### config.mk
export PLATFORM = sky130hd
export DESIGN_NAME = spi_input_conditioner
export DESIGN_NICKNAME = d
export VERILOG_FILES = /design/src/rtl/spi_input_conditioner.sv
export SDC_FILE = /design/constraint.sdc
export NUM_CORES = 1
export LEC_CHECK = 0
export BUFFER_PORTS_ARGS = -buffer_cell sky130_fd_sc_hd__buf_4
export CORE_MARGIN = 4
export CORE_UTILIZATION = 49
export DETAILED_ROUTE_END_ITERATION = 6
export HOLD_SLACK_MARGIN = 0.05
export PLACE_DENSITY = 0.7
export SETUP_SLACK_MARGIN = 0.2
export SLEW_MARGIN = 20
export SYNTH_ARGS = -nofsm -noshare
export SYNTH_HDL_FRONTEND = slang
export SYNTH_SLANG_ARGS = --single-unit
### constraint.sdc
create_clock -name clk -period 3.6 [get_ports clk]
set_input_delay 0.36 -clock clk [delete_from_list [all_inputs] [get_ports clk]]
set_output_delay 0.36 -clock clk [all_outputs]
set_load 0.02 [all_outputs]
### src/rtl/spi_input_conditioner.sv
// Synchronises and glitch-filters the raw SPI pins (cs, sclk, mosi) and
// produces registered one-cycle edge pulses for the slave control FSM.
module spi_input_conditioner #(
   parameter int WAIT_TIME     = 3,
   parameter int COUNTER_WIDTH = 3
) (
   input  logic clk,
   input  logic reset,
   input  logic cs_pin,
   input  logic sclk_pin,
   input  logic mosi_pin,
   output logic cs_cond,
   output logic sclk_cond,
   output logic mosi_cond,
   output logic cs_fall,
   output logic cs_rise,
   output logic sclk_pos,
   output logic sclk_neg,
   output logic mosi_pos,
   output logic mosi_neg
);

   // Channel order: [0]=cs, [1]=sclk, [2]=mosi; cs idles high.
   localparam logic [2:0] RST_LVL = 3'b001;
   localparam logic [COUNTER_WIDTH-1:0] LAST =
      COUNTER_WIDTH'(WAIT_TIME - 1);

   logic [2:0]               w_pins;
   logic [2:0]               r_sync0;
   logic [2:0]               r_sync1;
   logic [2:0]               r_cond;
   logic [2:0]               r_rise;
   logic [2:0]               r_fall;
   logic [COUNTER_WIDTH-1:0] r_cnt [3];

   assign w_pins = {mosi_pin, sclk_pin, cs_pin};

   always_ff @(posedge clk) begin
      if (reset) begin
         r_sync0 <= RST_LVL;
         r_sync1 <= RST_LVL;
         r_cond  <= RST_LVL;
         r_rise  <= '0;
         r_fall  <= '0;
         for (int i = 0; i < 3; i++) begin
            r_cnt[i] <= '0;
         end
      end else begin
         r_sync0 <= w_pins;
         r_sync1 <= r_sync0;
         for (int i = 0; i < 3; i++) begin
            r_rise[i] <= 1'b0;
            r_fall[i] <= 1'b0;
            if (r_sync1[i] == r_cond[i]) begin
               r_cnt[i] <= '0;
            end else if (r_cnt[i] == LAST) begin
               // Level stable long enough: accept it and flag the edge.
               r_cond[i] <= r_sync1[i];
               r_cnt[i]  <= '0;
               r_rise[i] <= r_sync1[i];
               r_fall[i] <= ~r_sync1[i];
            end else begin
               r_cnt[i] <= r_cnt[i] + 1'b1;
            end
         end
      end
   end

   assign cs_cond   = r_cond[0];
   assign sclk_cond = r_cond[1];
   assign mosi_cond = r_cond[2];

   assign cs_rise   = r_rise[0];
   assign cs_fall   = r_fall[0];
   assign sclk_pos  = r_rise[1];
   assign sclk_neg  = r_fall[1];
   assign mosi_pos  = r_rise[2];
   assign mosi_neg  = r_fall[2];

endmodule
Yosys cells after proc, flatten, opt, wreduce, memory -nomap -nowiden

Memories as Yosys holds them, arrays and structs flattened.
Cells that the tools add are included.

Mux-type cells: 44
Reductions and logical operators: 6
Equal/unequal tests: 6
Add/subtract/negate cells: 3
Bitwise gates (word level): 18

Operators with widths:

| cell                | number |
|---|---|
| $mux 1              | 35 |
| $mux 3              | 9 |
| $add 3x1->3 const B | 3 |
| $eq 3x2->1 const B  | 3 |
| $not 1->1           | 9 |
| $or 1x1->1          | 9 |
| $reduce_or 3->1     | 3 |
| $reduce_and 2->1    | 3 |
| $eq 1x1->1          | 3 |

Output and inout port bits: 9
Memories kept: 1
Input port bits: 5
Word-level logic and storage cells: 89
Bits in writable memories: 9
Register bits: 15

Memory list:

| memory | words | width | read ports | clocked after memory_dff | wr ports | line | source |
|---|---|---|---|---|---|---|---|
| r_cnt  | 3     | 3     | 3          | 0                        | 3        | 34   | `logic [COUNTER_WIDTH-1:0] r_cnt [3];` |

Longest topological paths before layout

Gate-level depths: netlist (run 1).

Depth in word-level cells: 7
Gate-level depth with buffers: 5
Gate-level depth less buffers: 5

Worst setup path before layout (run 1)

Ideal clock, no wire load.

Path type: flip-flop to flip-flop
Start point: memory r_cnt[0][0]
End point: memory r_cnt[0][0], data pin
Path slack: 2.309 ns
Path buffers: 0
Cell stages (with the launch flop): 6
Data required time: 3.461 ns
Arrival: 1.153 ns
Period minus slack after synthesis: 1.291 ns
Library setup time: 0.139 ns
Cell sequence: edfxtp_1 -> inv_1 -> ha_1 -> nand2b_1 -> or3b_1 -> nor2_1

RTL lines:

| element            | line |
|---|---|
| start: declaration | 34 |

==> metrics.md, run 1 <==
| Metric | Value |
|---|---|
| Status | finished clean |
| CTS Buffer Depth | 2 |
| PD cells | about 420 nW/um^2 |
| Total power | about 0.00048 W |
| Cell variety after synth | 19 |
| Flop-to-flop setup slack | about 2.2 ns |
| Max Freq | roughly 700 MHz |
| Clock sinks | 24 |
| Met3 Resource Use GR | 0.0342 |
| GRT Total Usage | 0.122 |
| FP Rows | 15 |
| GRT overflow | 0 |
| Syn Area/Cell | between 10 and 15 um^2 |
| Final Wtd Congestion | around 0.77 |
| Nets@finish | about 120 |
| Post-cts resize count | 0 |
| Avg WL per Cell | approximately 10 um |
| Final setup fails | 0 |
| NetSw | 0.0000960 W |
| Crit Path Class | register to register |
| Horiz. Die Dim | between 50 and 60 um |
| Synthesized flop and latch total | 24 |
| Logic pwr share | 0.056 |
| Root buffer cell | clkbuf_4 |
| Ys Warns | 0 |
| Clk Latency, worst-skew pair | 0.31 ns |
| Post-synth EDFFs | 9 |
| Initial antenna violation count | 0 |
| Fillers | 160 |
| Fin. Hold Viols | 0 |
| N_diodes | 0 |
| Cts hold-fix bufs | 0 |
| PnR worst setup slack | approximately 2.2 ns |
| Initial Util | 0.535 |
| Met1 Use GR | 0.133 |
| Synth async-reset ratio | 0 |
| Vias | between 600 and 700 |
| Total negative slack | 0 ns |
| Leading area contributor after synthesis | dfxtp_1 |
| Largest net degree at the start of global routing | 21 |
| Drt pass-1 iters | 3 |
| Crit path launch type | register |
| Worst hold margin | between 0.2 and 0.25 ns |
| Post-Place Worst Slack | 2.18 ns |
| Clock skew | around 0.0036 ns |
| Crit path required time | 3.78 ns |
| H-Tree Depth | 1 |
| P_leak | 0.484 nW |
| Maximum vdd drop | 0.000252 V |
| Clk pin slew, worst setup/hold paths | roughly 0.12 ns |
| Area Growth Syn to Fin | 20.4% |
| Top-area cell type share of the netlist area | 0.312 |
| Placed cells | 128 |
| Max-slew violations | 0 |
| Busiest metal layer after global routing | met2 |
| Ranking of synthesized cells by area | dfxtp_1, edfxtp_1, ha_1, nand2b_1, nor4b_1 |
| Port Buffers | 13 |
| Setup Buffers After CTS | 0 |
| HPWL after detailed placement | between 1 and 1.5 mm |
| DR DRC count | 0 |
| TritonCTS clock tree | built |
| Sw Ratio | 0.199 |
| Antenna-violating nets left | 0 |
| Crit Path Max Fanout | 4 |
| Synth cell count leaders | dfxtp_1, edfxtp_1 |
| Die area | 2740 um^2 |
| Synthesized area | 963 um^2 |
| Clock power frac | 0.334 |
| Share of power burned in registers | 0.610 |
| Int Pwr | just under 0.0004 W |
| Crit path time final | 1.43 ns |
| Hold/Removal Path Class | input pin to register |
| Via/cell ratio | approximately 4.7 |
| Met2 usage | 0.211 |
| Top-count cell post-synth | dfxtp_1 |
| Die height | around 52 um |
| First DRT Iteration DRCs | 10 |
| Core footprint | 1800 um^2 |
| Vias in the first global route | 615 |
| Worst setup EP type | register |
| First-pass GRT wire length | between 2 and 2.5 mm |
| Post-Synthesis Cells | 84 |
| Final Non-Filler Cells | 132 |
| Share of layout cells above drive strength 1 | 0.178 |
| CTS Buf Count | 3 |
| Sequential share of the synthesized area | 0.592 |
| Crit path DAT | 1.61 ns |
| I/O Pins | 14 |
| Final worst-path cycle share | 0.398 |
| Ys flop type | dfxtp_1 |
| RSZ-0062 raised after global routing | no |
| WL final | 1.33 mm |
| Max-cap violation count | 0 |
==> power by group through the flow <==
stage | sequential, W | clock (W) | combinational, W
after floorplan | 0.000301 | 0 | 0.0000192
after global placement | 0.000301 | 0 | 0.0000263
after detailed placement | 0.000301 | 0 | 0.0000272
after CTS | 0.000295 | 0.000169 | 0.0000273
after global routing | 0.000297 | 0.000184 | 0.0000312
final | 0.000295 | 0.000161 | 0.0000271
==> cells in the final DEF, fill, tap and decap left out <==
master / n
dfxtp_1: 15
buf_4: 13
edfxtp_1: 9
conb_1: 9
inv_1: 6
nand2b_1: 6
nor3_1: 6
nor2_1: 6
ha_1: 6
nor2b_1: 5
a21oi_1: 4
nor4b_1: 4
nor3b_1: 3
clkbuf_4: 3
xnor2_1: 2
mux2i_1: 2
or2_2: 2
nand2_1: 2
or3b_1: 2
a21o_1: 1
clkbuf_16: 1
==> flip-flops by register name, summed over array words and instances, names as in the netlist <==
name / cells
r_cnt: 9
r_cond: 3
r_sync1: 3
r_fall: 3
r_rise: 3
r_sync0: 3
==> final cells by class <==
cell class	count	area [um^2]	area share
Clock buffer	4	47.5	0.0410
Inverter	6	22.5	0.0194
Tap cell	25	31.3	0.0270
Multi-Input combinational cell	60	390	0.337
Sequential cell	24	571	0.492
Timing Repair Buffer	13	97.6	0.0841
==> per-stage QoR <==
stage,cell area [um^2],utilization
finish,1160,0.644
CTS,1160,0.644
floorplan,993,-
detailed placement,1110,0.617
global placement,1110,0.617
global route,1160,0.644
==> routing by layer <==
layer,part of all wire,vias up
met5,0,-
met1,0.48,294
met2,0.47,9
met4,0.0090,0
li1,-,320
met3,0.035,2
==> worst paths after layout <==
check | from | to | cells past startpoint
max | r_cnt[1][0] | r_cnt[1][1] | 5
max reg2reg | r_cnt[1][0] | r_cnt[1][1] | 5
min reg2reg | r_sync0[0] | r_sync1[0] | 1
min | cs_pin | r_sync0[0] | 2
==> worst max-delay path, stage by stage, from the launching register on <==
cell and delay (ns):
edfxtp_1 0.40, inv_1 0.06, ha_1 0.21, nand2b_1 0.17, or3b_1 0.39, nor2_1 0.09
==> logic make-up (layout without fill, tap and decap cells) <==
family | count (synthesis) | after routing | synth area share
multiplexers | 2 | 2 | 0.0208
adder cells (fa/ha/maj) | 6 | 6 | 0.0779
flip-flops | 24 | 24 | 0.592
buffers and inverters | 8 | 23 | 0.0338
other | 1 | 9 | 0.00389
XOR/XNOR | 2 | 2 | 0.0182
AO/OA/AOI/OAI | 5 | 5 | 0.0286
AND/OR/NAND/NOR | 36 | 36 | 0.225
No activity file was read; power rests on OpenSTA's default activity.
==> run 2, diff against run 1 <==
--- a/config.mk
+++ b/config.mk
@@ -5,12 +5,13 @@
 export SDC_FILE = /design/constraint.sdc
 export NUM_CORES = 1
 export LEC_CHECK = 0
+export ABC_AREA = 1
 export BUFFER_PORTS_ARGS = -buffer_cell sky130_fd_sc_hd__buf_4
 export CORE_MARGIN = 4
 export CORE_UTILIZATION = 49
 export DETAILED_ROUTE_END_ITERATION = 6
 export HOLD_SLACK_MARGIN = 0.05
-export PLACE_DENSITY = 0.7
+export PLACE_DENSITY = 0.73
 export SETUP_SLACK_MARGIN = 0.2
 export SLEW_MARGIN = 20
 export SYNTH_ARGS = -nofsm -noshare
==> constraint.sdc (replaced) <==
create_clock -name clk -period 1.3 [get_ports clk]
set_input_delay 0.13 -clock clk [delete_from_list [all_inputs] [get_ports clk]]
set_output_delay 0.13 -clock clk [all_outputs]
set_load 0.02 [all_outputs]
==> metrics.md, run 2 <==
| Metric | Value |
|---|---|
| Synth async-reset ratio | 0 |
| Syn Area/Cell | 9.62 um^2 |
| Crit Path Class | register to register |
| Total negative slack | 0 ns |
| TritonCTS clock tree | built |
| Commonest non-fill, non-tap cell in the layout | nor2_1 |
| Cell variety after synth | 17 |
| I/O Pins | 14 |
| P_leak | 0.595 nW |
| GRT overflow | 0 |
| Final setup fails | 0 |
| Most frequent cells in the layout | nor2_1, nand2_1, buf_4, dfxtp_1, inv_1 |
| First DRT Iteration DRCs | 2 |
| Synth cell count leaders | nor2_1, inv_1, nand2_1 |
| GRT Total Usage | 0.133 |
| Largest stage delay, worst path | approximately 0.46 ns |
| Top-area cell type share of the netlist area | 0.300 |
| Synthesized flop and latch total | 24 |
| Crit path required time | about 1.4 ns |
| Share of layout cells above drive strength 1 | 0.333 |
| Avg WL per Cell | between 9 and 10 um |
| Final Core Density | 0.684 |
| Cell breakdown of the critical path | inv_2, ha_4, a21oi_4, nand2_2, nor2_1 |
| Max-slew violations | 0 |
| Ranking of synthesized cells by area | dfxtp_1, edfxtp_1, ha_1, nor2_1, inv_1 |
| WL final | roughly 1.6 mm |
| Antenna-violating nets left | 0 |
| Drt pass-1 iters | 2 |
| Die area | 2830 um^2 |
| Slowest-stage cell, CP | edfxtp_1 |
| Crit Path Max Fanout | 3 |
| Critical path buffers and inverters | 1 |
| Crit path time final | between 1 and 1.5 ns |
| Largest net degree at the start of global routing | 14 |
| FP Rows | 16 |
| Port Buffers | 13 |
| Final Wtd Congestion | 0.789 |
| Top delay family on crit path | flip-flops |
| H-Tree Depth | 1 |
| Vias in the first global route | 680 |
| Clk pin slew, worst setup/hold paths | between 0.1 and 0.15 ns |
| First-pass GRT wire length | between 2 and 3 mm |
| Max Freq | slightly below 900 MHz |
| PD cells | around 1000 nW/um^2 |
| Leading area contributor after synthesis | dfxtp_1 |
| Crit path launch type | register |
| Post-synth EDFFs | 9 |
| Clock sinks | 24 |
| Die height | 53.2 um |
| Clk Latency, worst-skew pair | 0.30 ns |
| CTS Buffer Depth | 2 |
| Maximum vdd drop | 0.000677 V |
| Final Instance Area | between 1000 and 1500 um^2 |
| Final worst-path cycle share | 0.870 |
| Hold/Removal Path Class | input pin to register |
| Status | finished clean |
| Synthesized area | ~1000 um^2 |
| RSZ-0062 raised after global routing | yes |
| Via/cell ratio | between 4 and 5 |
| Horiz. Die Dim | between 50 and 60 um |
| Root buffer cell | clkbuf_4 |
| HPWL after detailed placement | 1.08 mm |
| Post-Synthesis Cells | 104 |
| Initial antenna violation count | 0 |
| Max reg flops | 9 |
| DR DRC count | 0 |
| Clock skew | 0.00221 ns |
| Crit path DAT | approximately 1.2 ns |
| Fillers | around 160 |
| CTS Buf Count | 3 |
| Initial Util | 0.515 |
| Reg with most FFs | r_cnt |
| Max-cap violation count | 0 |
| Worst hold margin | ~0.11 ns |
| Worst setup EP type | register |
| Vias | roughly 690 |
| Core footprint | 1940 um^2 |
| Final Non-Filler Cells | about 160 |
| DP Area | 1150 um^2 |
| Area Growth Syn to Fin | 32.6% |
| Placed cells | between 150 and 200 |
| Fin. Hold Viols | 0 |
| Nets@finish | ~150 |
| N_diodes | 0 |
| Top-count cell post-synth | nor2_1 |
| Sequential share of the synthesized area | 0.570 |
| Ys flop type | dfxtp_1 |
| Ys Warns | 0 |
run 2: final timing paths:
| kind | to | slack, ns | cells after the start | start |
|---|---|---|---|---|
| max | r_cnt[1][2] | 0.17 | 5 | r_cnt[1][0] |
| max reg2reg | r_cnt[1][2] | 0.17 | 5 | r_cnt[1][0] |
| min | r_sync0[1] | 0.11 | 2 | reset |
| min reg2reg | r_sync1[1] | 0.41 | 2 | r_sync0[1] |
run 2: worst register-to-register path: stages, from the launching register on:
cell and delay (ns):
edfxtp_1 0.46, inv_2 0.10, ha_4 0.16, a21oi_4 0.06
nand2_2 0.09, nor2_1 0.04
run 2: what timing repair did:
action | 4_1_cts | 5_1_grt
setup endpoints to repair | 10 | 17
pin swaps | 7 | 10
hold buffers | 3 | 0
hold endpoints to repair | 3 | 0
gates resized for setup | 9 | 13
buffers inserted | 3 | 1
run 2: cell families (layout without fill, tap and decap cells):
group | Yosys count | after routing | synth area share
adder cells (fa/ha/maj) | 6 | 6 | 0.0750
AND/OR/NAND/NOR | 47 | 47 | 0.196
AO/OA/AOI/OAI | 3 | 3 | 0.0413
other | 1 | 9 | 0.00375
XOR/XNOR | 3 | 3 | 0.0263
buffers and inverters | 20 | 43 | 0.0875
flip-flops | 24 | 24 | 0.570
run 2: area by class of cell:
class | count | area (um^2) | area share
multi-input cells | 68 | 445 | 0.336
inverters | 19 | 76.3 | 0.0575
repair buffers | 20 | 165 | 0.124
clock buffers | 4 | 36.3 | 0.0273
flip-flops and latches | 24 | 571 | 0.430
well taps | 27 | 33.8 | 0.0254
run 2: power by group:
part / internal [W] / total, W / switching (W)
logic: 0.0000630 / 0.000124 / 0.0000615
clock network: 0.000171 / 0.000380 / 0.000209
registers: 0.000803 / 0.000822 / 0.0000186
total: 0.00104 / 0.00133 / 0.000289
run 2: per-stage QoR:
step | worst slack, ns | total power, W
final | 0.168 | 0.00133
after global routing | 0.102 | 0.00139
after CTS | 0.164 | 0.00132
after detailed placement | 0.0997 | 0.000924
after global placement | 0.148 | 0.000919
after floorplan | 0.207 | 0.000901
run 2: per-layer routing:
| layer | track usage | up-vias | routed length [um] |
|---|---|---|---|
| li1 | - | 368 | - |
| met1 | 0.143 | 301 | 643 |
| met2 | 0.227 | 15 | 824 |
| met3 | 0.0254 | 4 | 62 |
| met4 | 0.102 | 0 | 24 |
| met5 | 0 | - | 0 |
